**src/rtl/recon_row_writer.sv**
```systemverilog
// rtl/recon_row_writer.sv - decoder-side row writer and JPEG-LS causal context generator
module recon_row_writer #(
    parameter int pixel_length = 8,
    parameter int ROW_WIDTH    = 135,
    parameter int NUM_ROWS     = 311,
    parameter int COL_W        = 8
) (
    input  logic                    clk,
    input  logic                    reset,
    input  logic                    start,
    input  logic [pixel_length-1:0] x_in,
    input  logic                    x_valid,
    output logic                    x_ready,
    input  logic [pixel_length-1:0] prevPixelIn,
    output logic [pixel_length-1:0] a,
    output logic [pixel_length-1:0] b,
    output logic [pixel_length-1:0] c,
    output logic [pixel_length-1:0] d,
    output logic                    ctx_valid,
    output logic                    write_MEM_ONE,
    output logic                    write_MEM_TWO,
    output logic [COL_W-1:0]        col_index,
    output logic [pixel_length-1:0] wr_data,
    output logic                    read_PREV_MEM_ONE,
    output logic                    read_PREV_MEM_TWO,
    output logic [COL_W-1:0]        prev_col_index,
    output logic                    EOL,
    output logic                    EOF,
    output logic                    done
);

    localparam int ROW_W = $clog2(NUM_ROWS + 1);
    localparam logic [COL_W-1:0] LAST_COL = COL_W'(ROW_WIDTH - 1);
    localparam logic [ROW_W-1:0] LAST_ROW = ROW_W'(NUM_ROWS - 1);
    localparam logic [COL_W:0]   ROW_LEN  = (COL_W + 1)'(ROW_WIDTH);

    typedef enum logic [2:0] {
        S_IDLE,
        S_PRE_B,
        S_CAP_B,
        S_CAP_D,
        S_CTX,
        S_WAIT_X,
        S_SHIFT,
        S_DONE
    } state_t;

    state_t                  state_q, state_nxt;
    logic [ROW_W-1:0]        row_q, row_nxt;
    logic [COL_W-1:0]        col_q, col_nxt;
    logic [pixel_length-1:0] a_q, a_nxt;
    logic [pixel_length-1:0] b_q, b_nxt;
    logic [pixel_length-1:0] c_q, c_nxt;
    logic [pixel_length-1:0] d_q, d_nxt;
    logic [pixel_length-1:0] saved_b0_q, saved_b0_nxt;

    // Even rows live in MEM_ONE, odd rows in MEM_TWO; the previous row is the other one
    logic            row_even;
    logic            first_row;
    logic [COL_W:0]  col_plus2;
    logic            ahead_in_row;
    logic            do_write;
    logic            do_read;

    assign row_even     = ~row_q[0];
    assign first_row    = (row_q == '0);
    assign col_plus2    = {1'b0, col_q} + (COL_W + 1)'(2);
    // A lookahead read for d exists only when a previous row exists and col+2 is inside it
    assign ahead_in_row = !first_row && (col_plus2 < ROW_LEN);

    // State and context registers
    always_ff @(posedge clk) begin
        if (reset) begin
            state_q    <= S_IDLE;
            row_q      <= '0;
            col_q      <= '0;
            a_q        <= '0;
            b_q        <= '0;
            c_q        <= '0;
            d_q        <= '0;
            saved_b0_q <= '0;
        end else begin
            state_q    <= state_nxt;
            row_q      <= row_nxt;
            col_q      <= col_nxt;
            a_q        <= a_nxt;
            b_q        <= b_nxt;
            c_q        <= c_nxt;
            d_q        <= d_nxt;
            saved_b0_q <= saved_b0_nxt;
        end
    end

    // Next-state, context update and strobe generation
    always_comb begin
        state_nxt      = state_q;
        row_nxt        = row_q;
        col_nxt        = col_q;
        a_nxt          = a_q;
        b_nxt          = b_q;
        c_nxt          = c_q;
        d_nxt          = d_q;
        saved_b0_nxt   = saved_b0_q;
        do_write       = 1'b0;
        do_read        = 1'b0;
        prev_col_index = '0;
        wr_data        = '0;
        ctx_valid      = 1'b0;
        x_ready        = 1'b0;
        EOL            = 1'b0;
        EOF            = 1'b0;
        done           = 1'b0;

        case (state_q)
            S_IDLE: begin
                if (start) begin
                    state_nxt = S_PRE_B;
                end
            end

            S_PRE_B: begin
                if (first_row) begin
                    // No previous row: the whole upper context is zero
                    b_nxt     = '0;
                    d_nxt     = '0;
                    state_nxt = S_CTX;
                end else begin
                    do_read        = 1'b1;
                    prev_col_index = '0;
                    state_nxt      = S_CAP_B;
                end
            end

            S_CAP_B: begin
                b_nxt = prevPixelIn;
                if (ROW_WIDTH > 1) begin
                    do_read        = 1'b1;
                    prev_col_index = COL_W'(1);
                    state_nxt      = S_CAP_D;
                end else begin
                    // Single-column rows: d mirrors b
                    d_nxt     = prevPixelIn;
                    state_nxt = S_CTX;
                end
            end

            S_CAP_D: begin
                d_nxt     = prevPixelIn;
                state_nxt = S_CTX;
            end

            S_CTX: begin
                // Column 0: a takes b, c takes b of column 0 one row up
                a_nxt        = b_q;
                c_nxt        = saved_b0_q;
                saved_b0_nxt = b_q;
                state_nxt    = S_WAIT_X;
            end

            S_WAIT_X: begin
                ctx_valid = 1'b1;
                x_ready   = 1'b1;
                if (x_valid) begin
                    do_write = 1'b1;
                    wr_data  = x_in;
                    a_nxt    = x_in;
                    c_nxt    = b_q;
                    b_nxt    = d_q;
                    if (col_q == LAST_COL) begin
                        EOL     = 1'b1;
                        col_nxt = '0;
                        row_nxt = row_q + ROW_W'(1);
                        if (row_q == LAST_ROW) begin
                            EOF       = 1'b1;
                            state_nxt = S_DONE;
                        end else begin
                            state_nxt = S_PRE_B;
                        end
                    end else begin
                        if (ahead_in_row) begin
                            do_read        = 1'b1;
                            prev_col_index = col_plus2[COL_W-1:0];
                        end else begin
                            // Past the right edge (or row 0): d repeats the new b
                            d_nxt = d_q;
                        end
                        state_nxt = S_SHIFT;
                    end
                end
            end

            S_SHIFT: begin
                // row/col are unchanged since the handshake, so the read decision is recomputed here
                if (ahead_in_row) begin
                    d_nxt = prevPixelIn;
                end
                col_nxt   = col_q + COL_W'(1);
                state_nxt = S_WAIT_X;
            end

            S_DONE: begin
                done = 1'b1;
            end

            default: begin
                state_nxt = S_IDLE;
            end
        endcase
    end

    assign write_MEM_ONE     = do_write & row_even;
    assign write_MEM_TWO     = do_write & ~row_even;
    assign read_PREV_MEM_ONE = do_read & ~row_even;
    assign read_PREV_MEM_TWO = do_read & row_even;
    assign col_index         = col_q;
    assign a                 = a_q;
    assign b                 = b_q;
    assign c                 = c_q;
    assign d                 = d_q;

endmodule

```
**config.mk**
```make
export PLATFORM = sky130hd
export DESIGN_NAME = recon_row_writer
export DESIGN_NICKNAME = d
export VERILOG_FILES = /design/src/rtl/recon_row_writer.sv
export SDC_FILE = /design/constraint.sdc
export NUM_CORES = 1
export LEC_CHECK = 0
export BUFFER_PORTS_ARGS = -buffer_cell sky130_fd_sc_hd__clkbuf_2
export CORE_MARGIN = 2
export CORE_UTILIZATION = 42
export CTS_CLUSTER_SIZE = 40
export DETAILED_ROUTE_END_ITERATION = 10
export GPL_ROUTABILITY_DRIVEN = 1
export PLACE_DENSITY = 0.72
export SYNTH_ARGS = -nofsm -noshare
export SYNTH_HDL_FRONTEND = slang
export SYNTH_SLANG_ARGS = --single-unit
```
**constraint.sdc**
```tcl
create_clock -name clk -period 2.2 [get_ports clk]
set_input_delay 0.33 -clock clk [delete_from_list [all_inputs] [get_ports clk]]
set_output_delay 0.33 -clock clk [all_outputs]
set_load 0.02 [all_outputs]
```
==> results.toml <==
[run_status]
run_status = "finished, violations left"
violations = "negative setup slack"

[floorplan]
die_x_um = 90.7
die_y_um = 90.7
io_pins = 85
die-area_mm2 = 0.00822
core_mm2 = 0.00725
start_util_pct = 43.5
rows = 31

[finish]
n_antenna_cell = 0
final_nets = 496
multi_input_area_mm2 = 0.00191
fillers = 671
final_layout_size_suffix_gt1_share_pct = 40.7
syn2layout_area_growth_pct = 35.2
final_cell_count_no_fill = 571
ff_latch_area_mm2 = 0.00122

[clock_network]
clkTransAtPathRegs_ns = 0.07
clock_latency_ns = 0.35
cts_buffers = 9
clk_path_buf_depth = 2
holdBufCountCts = 0
cts_tree = "done"
h-tree-depth = 3
cts_sinks = 60
clock-root-buffer = "clkbuf_8"

[sta]
clock.fmax_mhz = 406
fin_crit_sh_pct = 112
rsz0062_at_grt = "true"
slew_headroom_pct = 62.3
finalHoldViolCount = 0
maxSlewViolCount = 0
period_minus_slack_ns = 2.46
fin_ws_ns = -0.264
setup_viol = 11
finClkSkew_ns = 0.0127
worstMarginPinSlew_ns = 0.566
whs_ns = 0.208

[grt]
antenna_found_initial = 0
overflow = 0
grt_pass1_vias = 2790
grtUsageTotal_pct = 20.4
grt_max_degree = 48
grt_pass1_wl_um = 13600

[drt]
wl_per_cell_um = 14.7
vias = 3052
ant_nets = 0
firstDrtPassIters = 4
wl_met2_um = 3970
drc = 0
routed_via_density = 5.35
first_iter_violations = 137
drt-total-wl_um = 8420
met3_length_um = 386
topRoutingLayerUsed = "met4"
wl_met1_um = 3930

[synth]
synth_cells = 360
netlist.area_leader.share_pct = 38.1
ys_ff_latch = 60
yosysSeqAreaShare_pct = 38.1
synth_ff_type = "dfxtp_1"
syn-cell-area_mm2 = 0.00315
syn_area_per_cell_um2 = 8.76
synthTopCellsByArea = "dfxtp_1, nor2_1, nand2_1"
synth_area_leader_cell = "dfxtp_1"
synth_edf_count = 0
synth.net_count = 388
async_flop_share_pct = 0
yosysWarningCount = 0
synth_cell_types = 62

[critical_path]
path_class = "reg2out"
critical-path-top-delay-family = "simple AND/OR/NAND/NOR gates"
start_kind = "flop"
end_kind = "primary output"
cp_slowest_cell = "dfxtp_4"
critPathRequiredTime_ns = 1.87
reg2reg_slack_ns = 0.12
startpoint = "col_index[1]$_SDFFE_PP0P_"
reg2reg_to = "d[7]$_SDFFE_PP0P_"
critPathArrivalTime_ns = 2.13
r2r-start = "col_index[2]$_SDFFE_PP0P_"
crit_buf_inv = 3
path_cells = "buf_4 > ha_1 > or3b_4 > nor2_2 > nor4_2 > o21ai_4 > buf_6 > nor2_2 > buf_4"
worstPathMaxFanout = 6
worstRegToRegCells = 7
slowest_delay_ns = 0.37

[placed_design]
post-dp-hpwl_um = 5890
gp_congestion = 0.897
dp.cells = 550
io_buffers = 84
place_ws_ns = 0.0501

[min_path]
hold_depth = 2
hp-class = "in2reg"
hold_start = "prevPixelIn[3]"
whs_endpoint = "d[3]$_SDFFE_PP0P_"

[power]
p_per_area_mw_per_mm2 = 615
leakagePower_nw = 1.79
max-vdd-ir-drop_uv = 362

[run]
maxCapViolations = 0
## layer usage
metal  GRT usage [%]  up-vias
met1            27.0     1457
met4            7.95        0
met5               0        -
li1                -     1508
met3            5.34       11
met2            31.7       76
## cells in the mapped netlist (all sizes together), types with 2 or more instances
cell type / n
a22oi: 8
nor3: 8
a31oi: 2
dfxtp: 60
ha: 8
nor4: 3
nand3: 4
mux2i: 10
and2b: 2
nand2: 45
a21oi: 5
buf: 12
nor3b: 2
o32ai: 3
xor2: 12
nand4: 10
and2: 3
a21boi: 2
a22o: 8
clkbuf: 13
xnor2: 7
a211oi: 8
a311oi: 18
o21ai: 4
inv: 8
nor2: 67
and3: 11
## area by class of cell
type / instances / area share [%]
repair buffers: 122 / 18.1
well taps: 99 / 2.90
clock buffers: 12 / 3.87
inverters: 8 / 0.763
multi-input cells: 267 / 44.7
clock inverters: 3 / 1.06
flip-flops and latches: 60 / 28.6
## logic make-up (layout without fill, tap and decap cells)
logic type                 count (synthesis)  in the layout  share of synthesized area (%)
and+or+nand+nor                          162            162                           26.6
AOI/OAI and AO/OA                         68             68                           18.0
DFF                                       60             60                           38.1
buffers and inverters                     33            145                           5.47
xor gates and xnor gates                  19             19                           5.51
muxes                                     10             10                           3.17
adders and majority gates                  8              8                           3.17
## worst max-delay path by stage
| stage | slack [ns] | endpoint | cells after the start |
|---|---|---|---|
| after floorplan | 0.005 | prev_col_index[6] | 8 |
| after global placement | 0.07 | d[4]$_SDFFE_PP0P_ | 7 |
| after detailed placement | 0.05 | d[7]$_SDFFE_PP0P_ | 7 |
| after global routing | -0.35 | prev_col_index[1] | 9 |
| final | -0.26 | prev_col_index[1] | 9 |
| after CTS | -0.27 | read_PREV_MEM_ONE | 9 |
## cell usage in the layout, fill, tap and decap left out, drive strengths merged, types with 10 or more instances in the layout
cell,count
and3,11
xor2,12
dfxtp,60
a311oi,18
nor2,67
clkbuf,87
nand4,10
buf,47
mux2i,10
nand2,45
## registers in the layout (all words and copies together), names as in the netlist
signal,cells
c,8
saved_b0_q,8
a,8
b,8
row_q,9
d,8
state_q,3
col_index,8
## power by group
| part | internal, mW | switching [mW] | total (mW) | leakage (nW) |
|---|---|---|---|---|
| registers | 1.14 | 0.0514 | 1.19 | 0.492 |
| logic | 0.143 | 0.242 | 0.385 | 1.20 |
| clock network | 0.609 | 0.438 | 1.05 | 0.101 |
## through the flow
step | TNS, ns | instance area [um^2] | power [mW] | utilization, %
after floorplan | 0 | 3210 | 1.46 | -
after global placement | 0 | 3870 | 1.59 | 53.4
after detailed placement | 0 | 3870 | 1.60 | 53.4
after CTS | -2.21 | 4130 | 2.64 | 56.9
after global routing | -3.24 | 4260 | 2.74 | 58.8
final | -2.35 | 4260 | 2.62 | 58.8
## timing repair
item                                    in CTS  in global routing
endpoints found under the setup margin      20                 28
pin swaps                                    1                  5
cloned                                       0                  1
buffers inserted                             2                  3
resized for setup                           11                 38
(Power assumes the default switching activity.)
